## config.mk

```make
export PLATFORM = sky130hd
export DESIGN_NAME = minmax_tracker
export DESIGN_NICKNAME = d
export VERILOG_FILES = /design/src/rtl/cmp_pkg.sv /design/src/rtl/minmax_tracker.sv
export SDC_FILE = /design/constraint.sdc
export NUM_CORES = 1
export LEC_CHECK = 0
export CAP_MARGIN = 30
export CORE_UTILIZATION = 53
export DETAILED_ROUTE_END_ITERATION = 8
export PLACE_DENSITY = 0.83
export REMOVE_ABC_BUFFERS = 1
export SLEW_MARGIN = 20
export SYNTH_ARGS = -nofsm -noshare
export SYNTH_HDL_FRONTEND = slang
export SYNTH_SLANG_ARGS = --single-unit
```

## constraint.sdc

```tcl
create_clock -name clk -period 2.3 [get_ports clk]
set_input_delay 0.46 -clock clk [delete_from_list [all_inputs] [get_ports clk]]
set_output_delay 0.46 -clock clk [all_outputs]
set_load 0.02 [all_outputs]
```

## src/rtl/cmp_pkg.sv

```systemverilog
// cmp_pkg: shared data width, tracker state type and saturating increment.
package cmp_pkg;
  localparam int DATA_W = 8;
  typedef enum logic [2:0] {IDLE, ACCEPT, CMP_MAX, CMP_MIN, DONE} mm_state_t;
  function automatic logic [31:0] sat_inc(input logic [31:0] v, input int w);
    return (v == ((32'd1 << w) - 32'd1)) ? v : v + 32'd1;
  endfunction
endpackage

```

## src/rtl/minmax_tracker.sv

```systemverilog
// minmax_tracker: per-frame max/min/count/max-tie statistics using an external comparator.
module minmax_tracker
  import cmp_pkg::*;
#(
  parameter int CNT_W = 8
) (
  input  logic              clk,
  input  logic              rst,
  input  logic              in_valid,
  input  logic [DATA_W-1:0] in_data,
  input  logic              in_last,
  output logic              in_ready,
  output logic [DATA_W-1:0] cmp_a,
  output logic [DATA_W-1:0] cmp_b,
  input  logic              cmp_gt,
  input  logic              cmp_eq,
  input  logic              cmp_lt,
  output logic              out_valid,
  input  logic              out_ready,
  output logic [DATA_W-1:0] out_max,
  output logic [DATA_W-1:0] out_min,
  output logic [CNT_W-1:0]  out_count,
  output logic [CNT_W-1:0]  out_max_ties
);
  mm_state_t state, next;
  logic [DATA_W-1:0] max_r, min_r, samp, new_min;
  logic [CNT_W-1:0] count, ties;
  logic last, xfer;
  assign in_ready = !rst && (state == IDLE || state == ACCEPT);
  assign xfer = in_valid && in_ready;
  assign out_valid = state == DONE;
  assign new_min = cmp_lt ? samp : min_r;
  always_ff @(posedge clk)
    if (rst) state <= IDLE;
    else state <= next;
  always_comb begin
    next = state;
    case (state)
      IDLE:    next = xfer ? (in_last ? DONE : ACCEPT) : IDLE;
      ACCEPT:  next = xfer ? CMP_MAX : ACCEPT;
      CMP_MAX: next = CMP_MIN;
      CMP_MIN: next = last ? DONE : ACCEPT;
      DONE:    next = out_ready ? IDLE : DONE;
      default: next = IDLE;
    endcase
  end
  always_ff @(posedge clk) begin
    if (rst) begin
      max_r <= '0;
      min_r <= '0;
      samp <= '0;
      count <= '0;
      ties <= '0;
      last <= 1'b0;
      cmp_a <= '0;
      cmp_b <= '0;
      out_max <= '0;
      out_min <= '0;
      out_count <= '0;
      out_max_ties <= '0;
    end else begin
      case (state)
        IDLE: if (xfer) begin
          max_r <= in_data;
          min_r <= in_data;
          samp <= in_data;
          count <= CNT_W'(1);
          ties <= CNT_W'(1);
          last <= in_last;
          if (in_last) begin
            out_max <= in_data;
            out_min <= in_data;
            out_count <= CNT_W'(1);
            out_max_ties <= CNT_W'(1);
          end
        end
        ACCEPT: if (xfer) begin
          samp <= in_data;
          count <= CNT_W'(sat_inc(32'(count), CNT_W));
          last <= in_last;
          cmp_a <= in_data;
          cmp_b <= max_r;
        end
        CMP_MAX: begin
          if (cmp_gt) begin
            max_r <= samp;
            ties <= CNT_W'(1);
          end else if (cmp_eq) ties <= CNT_W'(sat_inc(32'(ties), CNT_W));
          cmp_b <= min_r;
        end
        CMP_MIN: begin
          min_r <= new_min;
          // max_r already reflects this sample's CMP_MAX outcome
          if (last) begin
            out_max <= max_r;
            out_min <= new_min;
            out_count <= count;
            out_max_ties <= ties;
          end
        end
        default: ;
      endcase
    end
  end
endmodule

```

==> flow_summary.json, run 1 <==
{
  "p_int_mw": 2.29,
  "syn_avg_cell_area_um2": 8.88,
  "synth.most_common_cell": "dfxtp_1",
  "cts_max_level": 3,
  "track_usage_pct": 24.1,
  "synth_top_area_share_pct": 44.8,
  "worstHoldPathType": "in -> reg",
  "p_clk_share_pct": 32.6,
  "setup_viol": 0,
  "synth_top_area_cell": "dfxtp_1",
  "crit_path_top_delay_cell": "clkdlybuf4s50_1",
  "slew-limit-headroom_pct": 51.0,
  "drt_wl_total_um": 9600,
  "antenna_found_initial": 0,
  "timing.final.crit_share_pct": 96.8,
  "start_util_pct": 55.8,
  "hold_ws_ps": 455,
  "maxCapViolCount": 0,
  "synthTopCellsByArea": "dfxtp_1 (45%), nand2_1 (6.2%), mux2i_1 (6.1%)",
  "cts_tree": "yes",
  "cts_setup_buffers": 0,
  "rsz0062_at_grt": "no",
  "hold_start": "rst",
  "antenna_cells": 0,
  "core_um2": 7370,
  "post-route-drc-count": 0,
  "synth.distinct_cells": 55,
  "clock_path_buffers": 2,
  "clock-sinks": 92,
  "drt-pass1-iter-count": 4,
  "clock_latency_ps": 360,
  "syn_to_final_growth_pct": 23.3,
  "cp.required_ps": 1840,
  "routed-via-count": 3707,
  "power_density_nw_per_um2": 619,
  "finalWorstSetupSlack_ps": 73.6,
  "dp_hpwl_um": 6370,
  "ioPinCount": 66,
  "swShare_pct": 27.0,
  "period_needed_ps": 2230,
  "nets": 540,
  "final_cells": 626,
  "maxSlewViolCount": 0,
  "detail-route-antenna-nets": 0,
  "yosysWarnings": 0,
  "multi_input_area_um2": 2110,
  "slowest_delay_ps": 640,
  "r2r-start": "state[0]",
  "drt-vias-per-instance": 5.92,
  "crit_chain": "nor3b_2 -> clkdlybuf4s50_1",
  "power_switching_mw": 0.847,
  "die_x_um": 90.1,
  "pwr-share-seq_pct": 54.6,
  "seqCellArea_um2": 1840,
  "dpl_worst_slack_ps": -9.62,
  "worstPathMaxFanout": 14,
  "clock-root-buffer": "clkbuf_8",
  "grt.overflow.total": 0,
  "grt_max_degree": 77,
  "critical_path_class": "reg -> out",
  "die_h_um": 90.1,
  "outcome": "finished clean",
  "max_freq_mhz": 449,
  "synth-edff-count": 0,
  "ys_ff_latch": 92,
  "fill_cells": 573,
  "dp_cells": 610,
  "tightest_slew_ps": 735,
  "gp_congestion": 0.834,
  "cp-startpoint": "state[0]",
  "p_leak_nw": 1.77,
  "clk_pin_slew_worst_paths_ps": 90,
  "ys_seq_area_share_pct": 44.8,
  "drt_iter0_drc": 148,
  "synth_ff_type": "dfxtp_1",
  "worstPathArrival_ps": 1770,
  "setup.worst_path.start_class": "flop",
  "final_util_pct": 68.8,
  "fin_tns_setup_ps": 0,
  "num_rows": 31,
  "grt_pass1_vias": 3413,
  "syn_inst": 463,
  "die_area_um2": 8110,
  "synth-async-reset-ratio_pct": 0,
  "combPwrFrac_pct": 12.8,
  "port_buffers": 65,
  "drive_above_1_share_pct": 12.5,
  "synth_commonest_cells": "dfxtp_1 (92), nand2_1 (68), nor2_1 (54), mux2i_1 (25), a21oi_1 (19)",
  "peakVddDrop_uv": 374,
  "end_kind": "output port",
  "hold_violations": 0,
  "synthesis.area_um2": 4110,
  "wl_per_cell_um": 15.3,
  "numCtsBuffers": 9,
  "grt_first_pass_wirelength_um": 16200,
  "clock_skew_ps": 10.1
}
==> sequential cells by signal (all words and copies together) (netlist names) <==
name / count
count: 8
out_max_ties: 8
ties: 8
out_count: 8
min_r: 8
out_max: 8
out_min: 8
cmp_a: 8
cmp_b: 8
samp: 8
last: 1
state: 3
max_r: 8
==> through the flow <==
stage | instance area [um^2] | power (mW)
finish | 5070 | 3.14
floorplan | 3950 | 1.96
global placement | 4880 | 2.13
detailed placement | 4880 | 2.15
CTS | 5070 | 3.15
global route | 5070 | 3.28
==> power groups by stage <==
stage / Clock [mW] / Sequential, mW / Combinational, mW
2_1_floorplan: 0 / 1.77 / 0.189
3_3_place_gp: 0 / 1.74 / 0.389
3_5_place_dp: 0 / 1.75 / 0.400
4_1_cts: 1.03 / 1.71 / 0.403
5_1_grt: 1.12 / 1.72 / 0.437
6_report: 1.02 / 1.71 / 0.403
==> worst max-delay path: cells and delay by family, from the launching register on <==
kind,cells,cell delay (ps)
buffers and inverters,1,640
AND/OR/NAND/NOR,1,280
flip-flops,1,490
==> final cells by class <==
| cell class | count | share of cell area, % |
|---|---|---|
| repair buffers | 82 | 15.5 |
| flip-flops and latches | 92 | 36.4 |
| clock inverters | 5 | 0.716 |
| well taps | 99 | 2.44 |
| clock buffers | 11 | 2.99 |
| multi-input cells | 332 | 41.6 |
| inverters | 5 | 0.370 |
==> per-layer routing <==
metal	wire length, um	share of wire [%]	global-route usage (%)
met2	4510	47	39.9
met5	0	0	0
met4	190	2.0	9.27
met1	4320	45	31.7
met3	578	6.0	3.38
==> repair_timing <==
action / CTS / global route
hold endpoints to repair: 0 / 0
setup endpoints to repair: 1 / 1
hold buffers: 0 / 0
gates resized for setup: 1 / 1
gates cloned: 0 / 0
==> cell usage in the layout (no fill, tap or decap), drive strengths merged, types with 11 or more instances in the layout <==
cell type and instances:
nor2 54, buf 18, dfxtp 92, clkdlybuf4s50 64, o21ai 13, a211oi 20, nand2 68, mux2i 25
a22oi 14, mux2 16, a21oi 20, a311oi 12, nand2b 14, clkbuf 11
==> worst paths after layout <==
path                end  slack (ps)  cells after the start
min reg2reg  out_min[4]         460                      2
max reg2reg    min_r[1]         380                      5
max           out_valid          70                      2
min            min_r[7]         460                      2
==> kinds of logic (layout without fill, tap and decap cells) <==
group	Yosys count	after routing	synth area share, %
buffers and inverters	39	103	4.44
flip-flops	92	92	44.8
AND/OR/NAND/NOR	183	183	21.0
adder cells (fa/ha/maj)	2	2	0.609
multiplexers	41	41	10.5
AO/OA/AOI/OAI	106	106	18.6
(Power assumes the default switching activity.)
==> run 2, diff against run 1 <==
- CORE_ASPECT_RATIO: default -> 0.5
- CTS_CLUSTER_DIAMETER: default -> 60
- TNS_END_PERCENT: default -> 50
==> run 2 against run 1 <==
Cell area increased by 1.4%. Worst hold slack got worse by 0.63 ps. Final cell count decreased by 0.80%. Routed wire length decreased by 3.4%. Core utilization increased by 0.60 points. Setup slack got worse by 2.1 ps. Clock power increased by 26%. Via count decreased by 4.2%. Die area increased by 0.27%. Sequential power about the same. Power increased by 8.5%. Largest power group unchanged.
==> flow_summary.json, run 2 (synthesis gave the netlist of run 1 again) <==
{
  "outcome": "finished clean",
  "antenna_cells": 0,
  "grt_first_pass_wirelength_um": 15500,
  "setup_viol": 0,
  "final_cells": 621,
  "swShare_pct": 24.2,
  "layout.cells.most_common": "dfxtp_1",
  "cp.required_ps": 1840,
  "track_usage_pct": 24.1,
  "clock_latency_ps": 340,
  "worstHoldPathType": "in -> reg",
  "gp_congestion": 0.849,
  "port_buffers": 65,
  "worst_r2r_path_depth": 4,
  "num_rows": 22,
  "nets": 542,
  "power_mw": 3.41,
  "routed-via-count": 3550,
  "fin_tns_setup_ps": 0,
  "crit_chain": "buf_4 -> nor3_1 -> clkdlybuf4s50_1",
  "wl_per_cell_um": 14.9,
  "dp_cells": 609,
  "die_h_um": 64.3,
  "die_x_um": 127,
  "clock-sinks": 92,
  "antenna_found_initial": 0,
  "drt-vias-per-instance": 5.72,
  "core_um2": 7400,
  "dp_hpwl_um": 6010,
  "drive_above_1_share_pct": 11.6,
  "placed_cell_area_um2": 4890,
  "drt_iter0_drc": 226,
  "final_util_pct": 69.4,
  "crit_path_top_delay_cell": "clkdlybuf4s50_1",
  "grt_pass1_vias": 3282,
  "peakVddDrop_uv": 495,
  "tightest_slew_ps": 561,
  "numCtsBuffers": 9,
  "hold_depth": 2,
  "dpl_worst_slack_ps": -8.10,
  "syn_to_final_growth_pct": 25.0,
  "fin_area_um2": 5140,
  "p_int_mw": 2.58,
  "period_needed_ps": 2230,
  "critical_path_class": "reg -> out",
  "hold_ws_ps": 455,
  "clock_path_buffers": 2,
  "worstPathArrival_ps": 1770,
  "max_freq_mhz": 449,
  "combPwrFrac_pct": 11.9,
  "maxSlewViolCount": 0,
  "clock-root-buffer": "clkbuf_16",
  "grt.overflow.total": 0,
  "power_density_nw_per_um2": 663,
  "r2r_end": "max_r[6]",
  "worstPathMaxFanout": 7,
  "post-route-drc-count": 0,
  "cts_resized": 0,
  "final_cell_mix": "dfxtp_1 (92), nand2_1 (68), clkdlybuf4s50_1 (64), nor2_1 (54), mux2i_1 (25)",
  "finalWorstSetupSlack_ps": 71.5,
  "timing.final.crit_share_pct": 96.9,
  "drt-pass1-iter-count": 5,
  "setup.worst_path.start_class": "flop",
  "reg2reg_slack_ps": 400,
  "r2r-start": "state[1]",
  "start_util_pct": 55.5,
  "end_kind": "output port",
  "rsz0062_at_grt": "no",
  "detail-route-antenna-nets": 0,
  "cts_max_level": 3,
  "pwr-share-seq_pct": 50.2,
  "clock_skew_ps": 4.85,
  "cp-startpoint": "state[1]",
  "cts_setup_buffers": 0,
  "slowest_delay_ps": 640,
  "cts_hold_buf": 0,
  "cts_tree": "yes",
  "clk_pin_slew_worst_paths_ps": 60,
  "ioPinCount": 66,
  "p_leak_nw": 1.81,
  "die_area_um2": 8130,
  "grt_max_degree": 58,
  "worstSetupEndpoint": "in_ready",
  "power_switching_mw": 0.823,
  "maxCapViolCount": 0,
  "drt_wl_total_um": 9270,
  "slew-limit-headroom_pct": 62.6,
  "p_clk_share_pct": 37.9,
  "hold_violations": 0
}
-- run 2: metal layers --
| layer | global-route usage (%) | up-vias | part of all wire (%) |
|---|---|---|---|
| li1 | - | 1791 | - |
| met1 | 31.4 | 1665 | 50 |
| met2 | 39.3 | 82 | 45 |
| met3 | 6.11 | 12 | 4.3 |
| met4 | 7.83 | 0 | 0.97 |
| met5 | 0 | - | 0 |
-- run 2: power groups by stage --
stage	Combinational, mW	Clock, mW	Sequential (mW)
2_1_floorplan	0.189	0	1.77
3_3_place_gp	0.397	0	1.74
3_5_place_dp	0.405	0	1.74
4_1_cts	0.406	1.31	1.71
5_1_grt	0.445	1.38	1.72
6_report	0.406	1.29	1.71
-- run 2: worst min path at each step --
stage | from | to
2_1_floorplan | samp[7] | samp[7]
3_3_place_gp | out_min[1] | out_min[1]
3_5_place_dp | out_min[0] | out_min[0]
4_1_cts | rst | state[1]
5_1_grt | rst | state[1]
6_report | rst | state[1]
-- run 2: cell type report --
class | count | area, um^2
clock buffer | 12 | 246
fill | 574 | 2270
inverter | 5 | 18.8
multi-input combinational | 332 | 2110
sequential | 92 | 1840
tap | 96 | 120
timing repair buffer | 84 | 801
-- run 2: worst max-delay path, delay by kind of cell (launching register included) --
family / cells / cell delay [ps]
buffers and inverters: 2 / 830
flip-flops: 1 / 380
AND/OR/NAND/NOR: 1 / 220
